--- config.mk ---
export PLATFORM = sky130hd
export DESIGN_NAME = rally_referee
export DESIGN_NICKNAME = d
export VERILOG_FILES = /design/src/rtl/pong_pkg.sv /design/src/rtl/btn_conditioner.sv /design/src/rtl/rally_referee.sv
export SDC_FILE = /design/constraint.sdc
export NUM_CORES = 1
export LEC_CHECK = 0
export BUFFER_PORTS_ARGS = -buffer_cell sky130_fd_sc_hd__buf_2
export CORE_MARGIN = 4
export CORE_UTILIZATION = 30
export DETAILED_ROUTE_END_ITERATION = 8
export PLACE_DENSITY = 0.47
export SYNTH_ARGS = -nofsm -noshare
export SYNTH_HDL_FRONTEND = slang
export SYNTH_HIERARCHICAL = 1
export SYNTH_SLANG_ARGS = --single-unit
--- constraint.sdc ---
create_clock -name clk -period 3.8 [get_ports clk]
set_clock_uncertainty 0.1 [all_clocks]
set_input_delay 0.38 -clock clk [delete_from_list [all_inputs] [get_ports clk]]
set_output_delay 0.38 -clock clk [all_outputs]
set_load 0.02 [all_outputs]
--- src/rtl/pong_pkg.sv ---
// Shared definitions for the LED ping-pong game: referee FSM states, score defaults,
// LED vector width and the ball-position validity check.
package pong_pkg;

    localparam int unsigned LED_W         = 18;
    localparam int unsigned SCORE_W_DEF   = 4;
    localparam int unsigned WIN_SCORE_DEF = 7;
    localparam int unsigned BALL_MAX_W    = 64;

    typedef enum logic [1:0] {
        PLAY      = 2'd0,
        LEFT_END  = 2'd1,
        RIGHT_END = 2'd2,
        OVER      = 2'd3
    } ref_state_e;

    // True when exactly one bit is set; narrower vectors are zero-extended by the caller.
    function automatic logic is_one_hot(input logic [BALL_MAX_W-1:0] v);
        return (v != '0) && ((v & (v - BALL_MAX_W'(1))) == '0);
    endfunction

endpackage

--- src/rtl/btn_conditioner.sv ---
// Paddle button conditioner: 2-flop synchronizer, stability debounce and a
// single-cycle pulse on each accepted press.
module btn_conditioner #(
    parameter int unsigned DEBOUNCE_CYCLES = 250000
) (
    input  logic clk,
    input  logic reset,
    input  logic btn_i,
    output logic pulse_o
);

    localparam int unsigned CNT_W = (DEBOUNCE_CYCLES > 1) ? $clog2(DEBOUNCE_CYCLES) : 1;
    localparam logic [CNT_W-1:0] CNT_LAST = CNT_W'(DEBOUNCE_CYCLES - 1);

    logic [1:0]       sync_q, sync_d;
    logic             stable_q, stable_d;
    logic [CNT_W-1:0] cnt_q, cnt_d;
    logic             pulse_q, pulse_d;

    always_ff @(posedge clk) begin
        if (!reset) begin
            sync_q   <= '0;
            stable_q <= 1'b0;
            cnt_q    <= '0;
            pulse_q  <= 1'b0;
        end else begin
            sync_q   <= sync_d;
            stable_q <= stable_d;
            cnt_q    <= cnt_d;
            pulse_q  <= pulse_d;
        end
    end

    // Accept a new level only after it has differed from the stable level for the full window.
    always_comb begin
        sync_d   = {sync_q[0], btn_i};
        stable_d = stable_q;
        cnt_d    = cnt_q;
        pulse_d  = 1'b0;
        if (sync_q[1] == stable_q) begin
            cnt_d = '0;
        end else if (cnt_q == CNT_LAST) begin
            cnt_d    = '0;
            stable_d = sync_q[1];
            pulse_d  = sync_q[1];
        end else begin
            cnt_d = cnt_q + CNT_W'(1);
        end
    end

    assign pulse_o = pulse_q;

endmodule

--- src/rtl/rally_referee.sv ---
// Rally referee for the LED ping-pong game: judges returns at each end, keeps scores
// and raises the winner's full flag. Optional return counter under RALLY_COUNT_EN.
module rally_referee
    import pong_pkg::*;
#(
    parameter int unsigned WIDTH           = LED_W,
    parameter int unsigned SCORE_W         = SCORE_W_DEF,
    parameter int unsigned WIN_SCORE       = WIN_SCORE_DEF,
    parameter int unsigned DEBOUNCE_CYCLES = 250000
) (
    input  logic               clk,
    input  logic               reset,
    input  logic [WIDTH-1:0]   ball_pos,
    input  logic               btn_left,
    input  logic               btn_right,
    output logic [SCORE_W-1:0] score_left,
    output logic [SCORE_W-1:0] score_right,
    output logic               point_left,
    output logic               point_right,
`ifdef RALLY_COUNT_EN
    output logic [7:0]         rally_count,
`endif
    output logic               left_full_flag,
    output logic               right_full_flag
);

    localparam logic [SCORE_W-1:0] WIN_VAL = SCORE_W'(WIN_SCORE);

    ref_state_e         state_q, state_d;
    logic [SCORE_W-1:0] score_l_q, score_l_d;
    logic [SCORE_W-1:0] score_r_q, score_r_d;
    logic               point_l_q, point_l_d;
    logic               point_r_q, point_r_d;
    logic               flag_l_q, flag_l_d;
    logic               flag_r_q, flag_r_d;
    logic               hit_q, hit_d;
    logic [7:0]         rally_q, rally_d;

    logic               pulse_left, pulse_right;
    logic               ball_valid_c;
    logic               hit_left_c, hit_right_c;
    logic [SCORE_W-1:0] score_l_inc_c, score_r_inc_c;

    btn_conditioner #(.DEBOUNCE_CYCLES(DEBOUNCE_CYCLES)) u_btn_left (
        .clk     (clk),
        .reset   (reset),
        .btn_i   (btn_left),
        .pulse_o (pulse_left)
    );

    btn_conditioner #(.DEBOUNCE_CYCLES(DEBOUNCE_CYCLES)) u_btn_right (
        .clk     (clk),
        .reset   (reset),
        .btn_i   (btn_right),
        .pulse_o (pulse_right)
    );

    assign ball_valid_c  = is_one_hot(BALL_MAX_W'(ball_pos));
    // A press landing in the exit cycle still counts, so fold it in before judging.
    assign hit_left_c    = hit_q | pulse_left;
    assign hit_right_c   = hit_q | pulse_right;
    assign score_l_inc_c = score_l_q + SCORE_W'(1);
    assign score_r_inc_c = score_r_q + SCORE_W'(1);

    always_ff @(posedge clk) begin
        if (!reset) begin
            state_q   <= PLAY;
            score_l_q <= '0;
            score_r_q <= '0;
            point_l_q <= 1'b0;
            point_r_q <= 1'b0;
            flag_l_q  <= 1'b0;
            flag_r_q  <= 1'b0;
            hit_q     <= 1'b0;
            rally_q   <= '0;
        end else begin
            state_q   <= state_d;
            score_l_q <= score_l_d;
            score_r_q <= score_r_d;
            point_l_q <= point_l_d;
            point_r_q <= point_r_d;
            flag_l_q  <= flag_l_d;
            flag_r_q  <= flag_r_d;
            hit_q     <= hit_d;
            rally_q   <= rally_d;
        end
    end

    always_comb begin
        state_d   = state_q;
        score_l_d = score_l_q;
        score_r_d = score_r_q;
        point_l_d = 1'b0;
        point_r_d = 1'b0;
        flag_l_d  = flag_l_q;
        flag_r_d  = flag_r_q;
        hit_d     = hit_q;
        rally_d   = rally_q;

        case (state_q)
            PLAY: begin
                if (ball_valid_c && ball_pos[WIDTH-1]) begin
                    state_d = LEFT_END;
                    hit_d   = 1'b0;
                end else if (ball_valid_c && ball_pos[0]) begin
                    state_d = RIGHT_END;
                    hit_d   = 1'b0;
                end
            end
            LEFT_END: begin
                hit_d = hit_left_c;
                if (ball_valid_c && !ball_pos[WIDTH-1]) begin
                    if (hit_left_c) begin
                        state_d = PLAY;
                        if (rally_q != 8'hFF) rally_d = rally_q + 8'd1;
                    end else begin
                        score_r_d = score_r_inc_c;
                        point_r_d = 1'b1;
                        rally_d   = '0;
                        if (score_r_inc_c == WIN_VAL) begin
                            state_d  = OVER;
                            flag_r_d = 1'b1;
                        end else begin
                            state_d = PLAY;
                        end
                    end
                end
            end
            RIGHT_END: begin
                hit_d = hit_right_c;
                if (ball_valid_c && !ball_pos[0]) begin
                    if (hit_right_c) begin
                        state_d = PLAY;
                        if (rally_q != 8'hFF) rally_d = rally_q + 8'd1;
                    end else begin
                        score_l_d = score_l_inc_c;
                        point_l_d = 1'b1;
                        rally_d   = '0;
                        if (score_l_inc_c == WIN_VAL) begin
                            state_d  = OVER;
                            flag_l_d = 1'b1;
                        end else begin
                            state_d = PLAY;
                        end
                    end
                end
            end
            OVER: begin
                state_d = OVER;
            end
            default: begin
                state_d = PLAY;
            end
        endcase
    end

    assign score_left      = score_l_q;
    assign score_right     = score_r_q;
    assign point_left      = point_l_q;
    assign point_right     = point_r_q;
    assign left_full_flag  = flag_l_q;
    assign right_full_flag = flag_r_q;

`ifdef RALLY_COUNT_EN
    assign rally_count = rally_q;
`else
    logic unused_rally_c;
    assign unused_rally_c = ^rally_q;
`endif

endmodule
After elaboration in Yosys (flattened, before gate mapping)
Index checks and enable logic that the tools add are counted.
{"block": "word_totals", "register_bits": 59}
{"block": "op_classes", "addsub": 5, "n_eq_ne": 12, "mux": 14, "bitwise": 10, "n_reduce_logical": 25}
{"cell": "18-bit by 64-bit AND with 64-bit output", "n": 1}
{"cell": "64-bit zero test", "n": 1}
{"cell": "18-bit by 1-bit adder with 18-bit output, second input constant", "n": 2}
{"cell": "18-bit equality test, second input constant", "n": 2}
{"cell": "18-bit by 1-bit subtractor with 19-bit output, second input constant", "n": 1}
{"cell": "18-bit nonzero test", "n": 1}
{"cell": "2-bit 2-to-1 mux", "n": 8}
{"cell": "3-bit AND reduction", "n": 5}
{"cell": "3-bit OR reduction", "n": 4}
{"cell": "4-bit by 1-bit adder with 4-bit output, second input constant", "n": 2}
{"cell": "4-bit by 3-bit equality test with 1-bit output, second input constant", "n": 2}
{"cell": "2-bit case mux with 4 select lines", "n": 1}
{"cell": "4-bit AND reduction", "n": 2}
{"cell": "1-bit NOT", "n": 7}
{"cell": "2-bit AND reduction", "n": 3}
{"cell": "1-bit logical AND", "n": 5}
{"cell": "2-bit equality test, second input constant", "n": 2}
{"cell": "1-bit 2-to-1 mux", "n": 4}
{"cell": "2-bit inequality test, second input constant", "n": 2}
{"cell": "3-bit inequality test, second input constant", "n": 1}
{"cell": "1-bit case mux with 3 select lines", "n": 1}
{"cell": "3-bit nonzero test", "n": 1}
{"cell": "1-bit equality test", "n": 2}
{"cell": "2-bit by 1-bit equality test with 1-bit output, second input constant", "n": 1}
{"cell": "3 further kinds", "n": 5}

Depth between registers and ports, before layout
Gate-level depths: netlist (run 1).
{"block": "logic_depth", "ltp_word": 8, "mapped_depth": 8, "ltp_nobuf": 8}

By module
The synthesis (run 1) kept the hierarchy.
{"module": "btn_conditioner", "n_inst": 2, "cells_per_inst": 107, "area_per_inst_um2": 973.4}
{"module": "rally_referee", "n_inst": 1, "cells_per_inst": 148, "area_per_inst_um2": 1186.1}

Least setup slack after synthesis (run 1)
Ideal clock, no wire load.
{"block": "synth_path", "path_type": "input to register", "from": "input ball_pos[1]", "to": "register score_l_q[1], in the netlist score_left[1]", "setup_time_ns": 0.070, "arrival_ns": 2.480, "required_time_ns": 3.630, "slack_ns": 1.150, "stages": 8, "n_path_buf": 1, "cell_sequence": "or4_1 buf_2 or2_1 maj3_2 o22ai_2 nand3_2 or4_1 a21oi_1"}
{"block": "synth_via", "elab_chain_cells": 6, "word_cells_on_any_way": 7}
{"element": "start: declaration", "line": "rally_referee.sv:13", "text": "input logic [WIDTH-1:0] ball_pos,"}
{"element": "18-bit by 1-bit subtractor with 19-bit output", "line": "pong_pkg.sv:19", "text": "return (v != '0) && ((v & (v - BALL_MAX_W'(1))) == '0);"}
{"element": "18-bit by 64-bit AND with 64-bit output", "line": "pong_pkg.sv:19"}
{"element": "64-bit zero test", "line": "pong_pkg.sv:19"}
{"element": "1-bit logical AND *", "line": "pong_pkg.sv:19"}
{"element": "1-bit logical AND *", "line": "rally_referee.sv:131", "text": "if (ball_valid_c && !ball_pos[0]) begin"}
{"element": "3-bit AND reduction (no source line) *"}
{"element": "end signal: assignment", "line": "rally_referee.sv:78", "text": "score_l_q <= score_l_d;"}
{"element": "end: declaration", "line": "rally_referee.sv:30", "text": "logic [SCORE_W-1:0] score_l_q, score_l_d;"}
Every way passes the cells marked *; elsewhere a longest branch is shown, timed or not.
A chain may end at the register's enable or synchronous reset.

Worst setup path in the final report (run 1)
{"block": "layout_path", "from": "input ball_pos[0]", "to": "register flag_r_q, in the netlist right_full_flag"}
{"block": "layout_via", "elab_chain_cells": 6, "word_cells_on_any_way": 7}
{"element": "18-bit by 1-bit subtractor with 19-bit output", "line": "pong_pkg.sv:19"}
{"element": "18-bit by 64-bit AND with 64-bit output", "line": "pong_pkg.sv:19"}
{"element": "64-bit zero test", "line": "pong_pkg.sv:19"}
{"element": "1-bit logical AND *", "line": "pong_pkg.sv:19"}
{"element": "1-bit logical AND *", "line": "rally_referee.sv:112", "text": "if (ball_valid_c && !ball_pos[WIDTH-1]) begin"}
{"element": "4-bit AND reduction (no source line) *"}
{"element": "end signal: assignment", "line": "rally_referee.sv:83", "text": "flag_r_q <= flag_r_d;"}
{"element": "end: declaration", "line": "rally_referee.sv:35", "text": "logic flag_r_q, flag_r_d;"}
Marked as above.

==> results_dict.tcl, run 1 <==
set metrics [dict create \
    crit_slowest_cell "or4_1" \
    synth_seq_area_share_pct 37.7 \
    finalSetupViolCount 0 \
    p_leak_nw 1.25 \
    n_antenna_cell 0 \
    cts_hold_buf 0 \
    worst_pin_slew_ns 0.759 \
    cts_setup_buffers 0 \
    synthFlopType "dfxtp_1" \
    grt_pass1_wl_microns 11800 \
    dieArea_sq_mm 0.0121 \
    avgRoutedWirePerCell_microns 13.1 \
    synth_edf_count 0 \
    grt_pass1_vias 2556 \
    grt_use_total_pct 12.3 \
    ant_nets 0 \
    rsz0062_at_grt "false" \
    cap_violations 0 \
    path_cells "buf_2 -> or4_1 -> or3_4 -> o31ai_2 -> and4bb_2 -> nand4_1 -> o31ai_1" \
    viasPerCell 5.01 \
    port_buffers 33 \
    finalCriticalPeriod_ns 2.71 \
    rows 37 \
    ys_ff_latch 59 \
    fillerInstances 1063 \
    synth.area.mux_share_pct 2.24 \
    synth_top_family_by_area "simple AND/OR/NAND/NOR gates" \
    synthXorXnorAreaFrac_pct 9.50 \
    critPathMaxStageDelay_ns 0.62 \
    cts_root_buffer "clkbuf_8" \
    cts_resized 0 \
    drc 0 \
    cts_tree "yes" \
    area_delta_synth_final_pct 17.1 \
    htree_levels 3 \
    netlist_area_sq_mm 0.00313 \
    antenna_found_initial 0 \
    worstSkewPairLatency_ns 0.34 \
    worstPathMaxFanout 13 \
    coreArea_sq_mm 0.0102 \
    clk_pin_slew_ns 0.06 \
    pin_count 34 \
    drive_gt1_share_pct 15.7 \
    critPathCaptureType "flop" \
    synth-async-reset-ratio_pct 0 \
    vias 2697 \
    firstDrtPassIters 4 \
    syn-instance-count 362 \
    final_cell_area_sq_mm 0.00367 \
    start_kind "input pin" \
    hold_path_class "in2reg" \
    finalHoldViolCount 0 \
    cts_buffer_depth 2 \
    cp.arrival_ns 2.86 \
    timing.fmax_ghz 0.369 \
    fin_crit_sh_pct 71.2 \
    synth-simple-area-share_pct 32.7 \
    die_x_microns 110 \
    cts.sinks 59 \
    power.density_mw_per_mm2 374 \
    ir_drop_v 0.000180 \
    tns_ns 0 \
    post_dp_cell_area_sq_mm 0.00343 \
    die_height_microns 110 \
    drt_iter0_drc 117 \
    initial_core_util_pct 30.6 \
    status "finished, final reports clean" \
    slew_violations 0 \
    synth.distinct_cells 53 \
    place.gp.congestion 0.767 \
    synth_nets 395 \
    cts_buffers 9 \
    dpl.hpwl_microns 5170 \
    final_net_count 430 \
    wirelength_microns 7070 \
    syn_avg_cell_area_sq_um 8.65 \
    path_class "in2reg" \
    grt_overflow 0 \
    synth_fa_ha_area_share_pct 4.75 \
    synth_compound_area_share_pct 10.1 \
    grt_max_degree 29 \
    relSlewSlack_pct 49.4 \
    ys_warn_count 6 \
    crit_required_ns 3.95 \
]
layer usage:
metal	global-route usage [%]	routed length, microns	up-vias	part of all wire, %
met5	0	0	-	0
met1	14.9	3340	1269	47
met3	3.15	300	10	4.2
met4	4.93	128	0	1.8
li1	-	-	1377	-
met2	20.8	3300	41	47
power by group:
part / internal [mW] / switching [mW] / leakage (nW)
Clock: 0.454 / 0.248 / 0.117
Sequential: 0.621 / 0.00199 / 0.476
Combinational: 0.0181 / 0.0289 / 0.658
Total: 1.09 / 0.279 / 1.25
cell usage in the layout (no fill, tap or decap), types with 6 or more instances in the layout:
cell	count
buf_2	33
nor4_1	15
nand2_1	27
nand4_1	12
dfxtp_1	59
or4_1	6
nor2_1	45
or3_1	7
nor3_1	15
a21oi_1	12
mux2i_1	7
xnor2_1	29
clkbuf_8	10
and2_1	10
ha_1	11
inv_1	14
nand3_1	15
final timing paths:
kind	from	end	slack, ns	depth (start not counted)
setup / recovery	ball_pos[0]	right_full_flag$_SDFFE_PN0P_	1.09	7
hold / removal	btn_left	u_btn_left/sync_q[0]$_SDFF_PN0_	0.16	2
setup reg to reg	u_btn_right/cnt_q[7]$_SDFF_PP0_	u_btn_right/cnt_q[9]$_SDFF_PP0_	1.78	4
hold reg to reg	u_btn_right/sync_q[0]$_SDFF_PN0_	u_btn_right/sync_q[1]$_SDFF_PN0_	0.34	1
kinds of logic (layout without fill, tap and decap cells):
| logic type | count (synthesis) | after routing |
|---|---|---|
| muxes | 7 | 7 |
| xor gates and xnor gates | 34 | 34 |
| DFF | 59 | 59 |
| adders and majority gates | 12 | 12 |
| and+or+nand+nor | 184 | 184 |
| buffers and inverters | 23 | 63 |
| AOI/OAI and AO/OA | 43 | 43 |
synth_stat cells, types with 4 or more instances:
master	number	area, sq um
mux2i_1	7	70.1
a21oi_1	12	60.1
nand2b_1	5	31.3
xor2_1	5	43.8
and2_1	10	62.6
dfxtp_1	59	1180
nor4_1	15	93.8
nand3_1	15	75.1
nand4_1	12	75.1
xnor2_1	29	254
nor3_1	15	75.1
nor2_1	45	169
o21ai_0	4	20.0
a211oi_1	4	30.0
o31ai_1	5	37.5
nor2b_1	4	25.0
inv_1	14	52.6
or4_1	6	45.0
or3_1	7	43.8
clkbuf_1	6	22.5
ha_1	11	138
nand2_1	27	101
nor4b_1	5	43.8
worst max-delay path, delay by kind of cell:
| family | cells | cell delay, ns |
|---|---|---|
| AO/OA/AOI/OAI | 2 | 0.64 |
| AND/OR/NAND/NOR | 4 | 1.65 |
| buffers and inverters | 1 | 0.18 |
state kept, by name, summed over array words and instances, names as in the netlist:
| name | flops |
|---|---|
| u_btn_left/cnt_q | 18 |
| u_btn_right/cnt_q | 18 |
| score_left | 4 |
| score_right | 4 |
| state_q | 2 |
| u_btn_left/sync_q | 2 |
| u_btn_right/sync_q | 2 |
| hit_q | 1 |
| left_full_flag | 1 |
| point_left | 1 |
| point_right | 1 |
| right_full_flag | 1 |
| u_btn_left/pulse_o | 1 |
| u_btn_left/stable_q | 1 |
| u_btn_right/pulse_o | 1 |
| u_btn_right/stable_q | 1 |
per-stage QoR:
stage | total power [mW] | util [%] | hold WS (ns) | std cells | setup WS (ns)
final | 1.37 | 35.9 | 0.158 | 538 | 1.09
after global routing | 1.42 | 35.9 | 0.158 | 538 | 0.952
after CTS | 1.40 | 35.9 | 0.143 | 538 | 1.11
after detailed placement | 0.684 | 33.5 | 0.328 | 522 | 0.772
after global placement | 0.683 | 33.5 | 0.328 | 522 | 0.869
after floorplan | 0.662 | - | 0.312 | 362 | 1.15
area by class of cell:
type,count,area (sq um),share of cell area [%]
inverters,14,52.6,1.43
clock buffers,12,145,3.96
multi-input cells,280,1860,50.6
well taps,136,170,4.64
repair buffers,33,165,4.50
flip-flops and latches,59,1180,32.2
clock inverters,4,97.6,2.66
Power figures use the tool's default switching activity.
==> run 2: changes to the inputs <==
PLACE_DENSITY = 0.49   (was 0.47)
clock period = 2.3 ns   (was 3.8 ns; I/O delays follow)
==> results_dict.tcl, run 2 (synthesis gave the netlist of run 1 again) <==
set metrics [dict create \
    cts_buffers 9 \
    cap_violations 0 \
    grt_pass1_vias 2672 \
    cp.arrival_ns 2.33 \
    final_cell_mix "dfxtp_1, nor2_1, buf_2" \
    finalSetupViolCount 0 \
    grt_overflow 0 \
    coreArea_sq_mm 0.0102 \
    critPathCaptureType "flop" \
    n_antenna_cell 0 \
    worstPathMaxFanout 7 \
    rsz0062_at_grt "false" \
    place.gp.congestion 0.768 \
    ant_nets 0 \
    cts_tree "yes" \
    holdWs_ns 0.168 \
    crit_required_ns 2.42 \
    dieArea_sq_mm 0.0121 \
    firstDrtPassIters 4 \
    tns_ns 0 \
    relSlewSlack_pct 68.8 \
    top_layer_used "met4" \
    drt_iter0_drc 127 \
    drc 0 \
    avgRoutedWirePerCell_microns 12.3 \
    wl_met3_microns 289 \
    regToRegSetupSlack_ns 0.44 \
    route.met2.wl_microns 3190 \
    wirelength_microns 6930 \
    cts_root_buffer "clkbuf_8" \
    grt_pass1_wl_microns 12000 \
    worst_pin_slew_ns 0.468 \
    slew_violations 0 \
    power.density_mw_per_mm2 583 \
    clk_pin_slew_ns 0.07 \
    timing.fmax_ghz 0.453 \
    vias 2747 \
    grt_use_total_pct 12.3 \
    dpl.hpwl_microns 5070 \
    path_cells "buf_2 -> or4_1 -> or3_4 -> o311ai_4 -> o31ai_4 -> and4bb_4 -> and4b_1 -> mux2i_1" \
    cts_setup_buffers 0 \
    hold_path_class "in2reg" \
    drive_gt1_share_pct 21.9 \
    die_height_microns 110 \
    die_x_microns 110 \
    pin_count 34 \
    power_mw 2.29 \
    place_inst 547 \
    area_delta_synth_final_pct 25.4 \
    reg_top3 "u_btn_left/cnt_q (18), u_btn_right/cnt_q (18)" \
    final_cells 565 \
    final_net_count 457 \
    finalHoldViolCount 0 \
    antenna_found_initial 0 \
    fin_crit_sh_pct 96.1 \
    fillerInstances 1049 \
    final_common_cell "dfxtp_1" \
    rows 37 \
    htree_levels 3 \
    finalCriticalPeriod_ns 2.21 \
    p_leak_nw 1.38 \
    ir_drop_v 0.000291 \
    port_buffers 33 \
    path_class "in2reg" \
    status "finished, final reports clean" \
    viasPerCell 4.86 \
    cts.sinks 59 \
    wl_met1_microns 3390 \
    initial_core_util_pct 30.6 \
    start_kind "input pin" \
    critPathMaxStageDelay_ns 0.54 \
    grt_max_degree 29 \
    worstSkewPairLatency_ns 0.33 \
    cts_buffer_depth 2 \
    crit_slowest_cell "or4_1" \
]
run 2: worst paths after layout:
check                                         from                               end  cells after the start
hold reg to reg   u_btn_right/sync_q[0]$_SDFF_PN0_  u_btn_right/sync_q[1]$_SDFF_PN0_                      1
hold / removal                        ball_pos[17]            point_right$_SDFF_PN0_                      3
setup reg to reg           state_q[0]$_SDFFE_PN0P_           state_q[0]$_SDFFE_PN0P_                      7
setup / recovery                       ball_pos[9]       score_right[2]$_SDFFE_PN0P_                      8
run 2: repair_timing:
item,4_1_cts,5_1_grt
hold buffers,2,0
setup endpoints to repair,0,10
resized for setup,0,4
hold endpoints to repair,2,0
run 2: worst max-delay path, delay by kind of cell:
kind	cells	cell delay (ns)
multiplexers	1	0.11
AND/OR/NAND/NOR	4	1.43
buffers and inverters	1	0.10
AO/OA/AOI/OAI	2	0.45
run 2: power breakdown:
| group | leakage [nW] | internal (mW) | switching (mW) |
|---|---|---|---|
| logic | 0.791 | 0.0538 | 0.0573 |
| registers | 0.476 | 1.03 | 0.00332 |
| clock network | 0.113 | 0.722 | 0.430 |
| total | 1.38 | 1.80 | 0.491 |
run 2: per-layer routing:
metal	global-route usage [%]	vias to the layer above
met2	20.1	36
li1	-	1425
met3	3.90	4
met5	0	-
met4	3.43	0
met1	15.8	1282
run 2: cell type report:
type	count	area, sq um	share of cell area [%]
Multi-Input combinational cell	280	1910	48.6
Sequential cell	59	1180	30.1
Timing Repair Buffer	60	373	9.49
Tap cell	136	170	4.33
Clock buffer	10	128	3.25
Clock inverter	6	114	2.90
Inverter	14	52.6	1.34
run 2: metrics by stage:
stage | cell area [sq um] | utilization [%] | setup WS (ns)
2_1_floorplan | 3170 | - | -0.181
3_3_place_gp | 3650 | 35.6 | -0.296
3_5_place_dp | 3650 | 35.6 | -0.341
4_1_cts | 3910 | 38.2 | 0.00176
5_1_grt | 3930 | 38.4 | 0.0172
6_report | 3930 | 38.4 | 0.0906
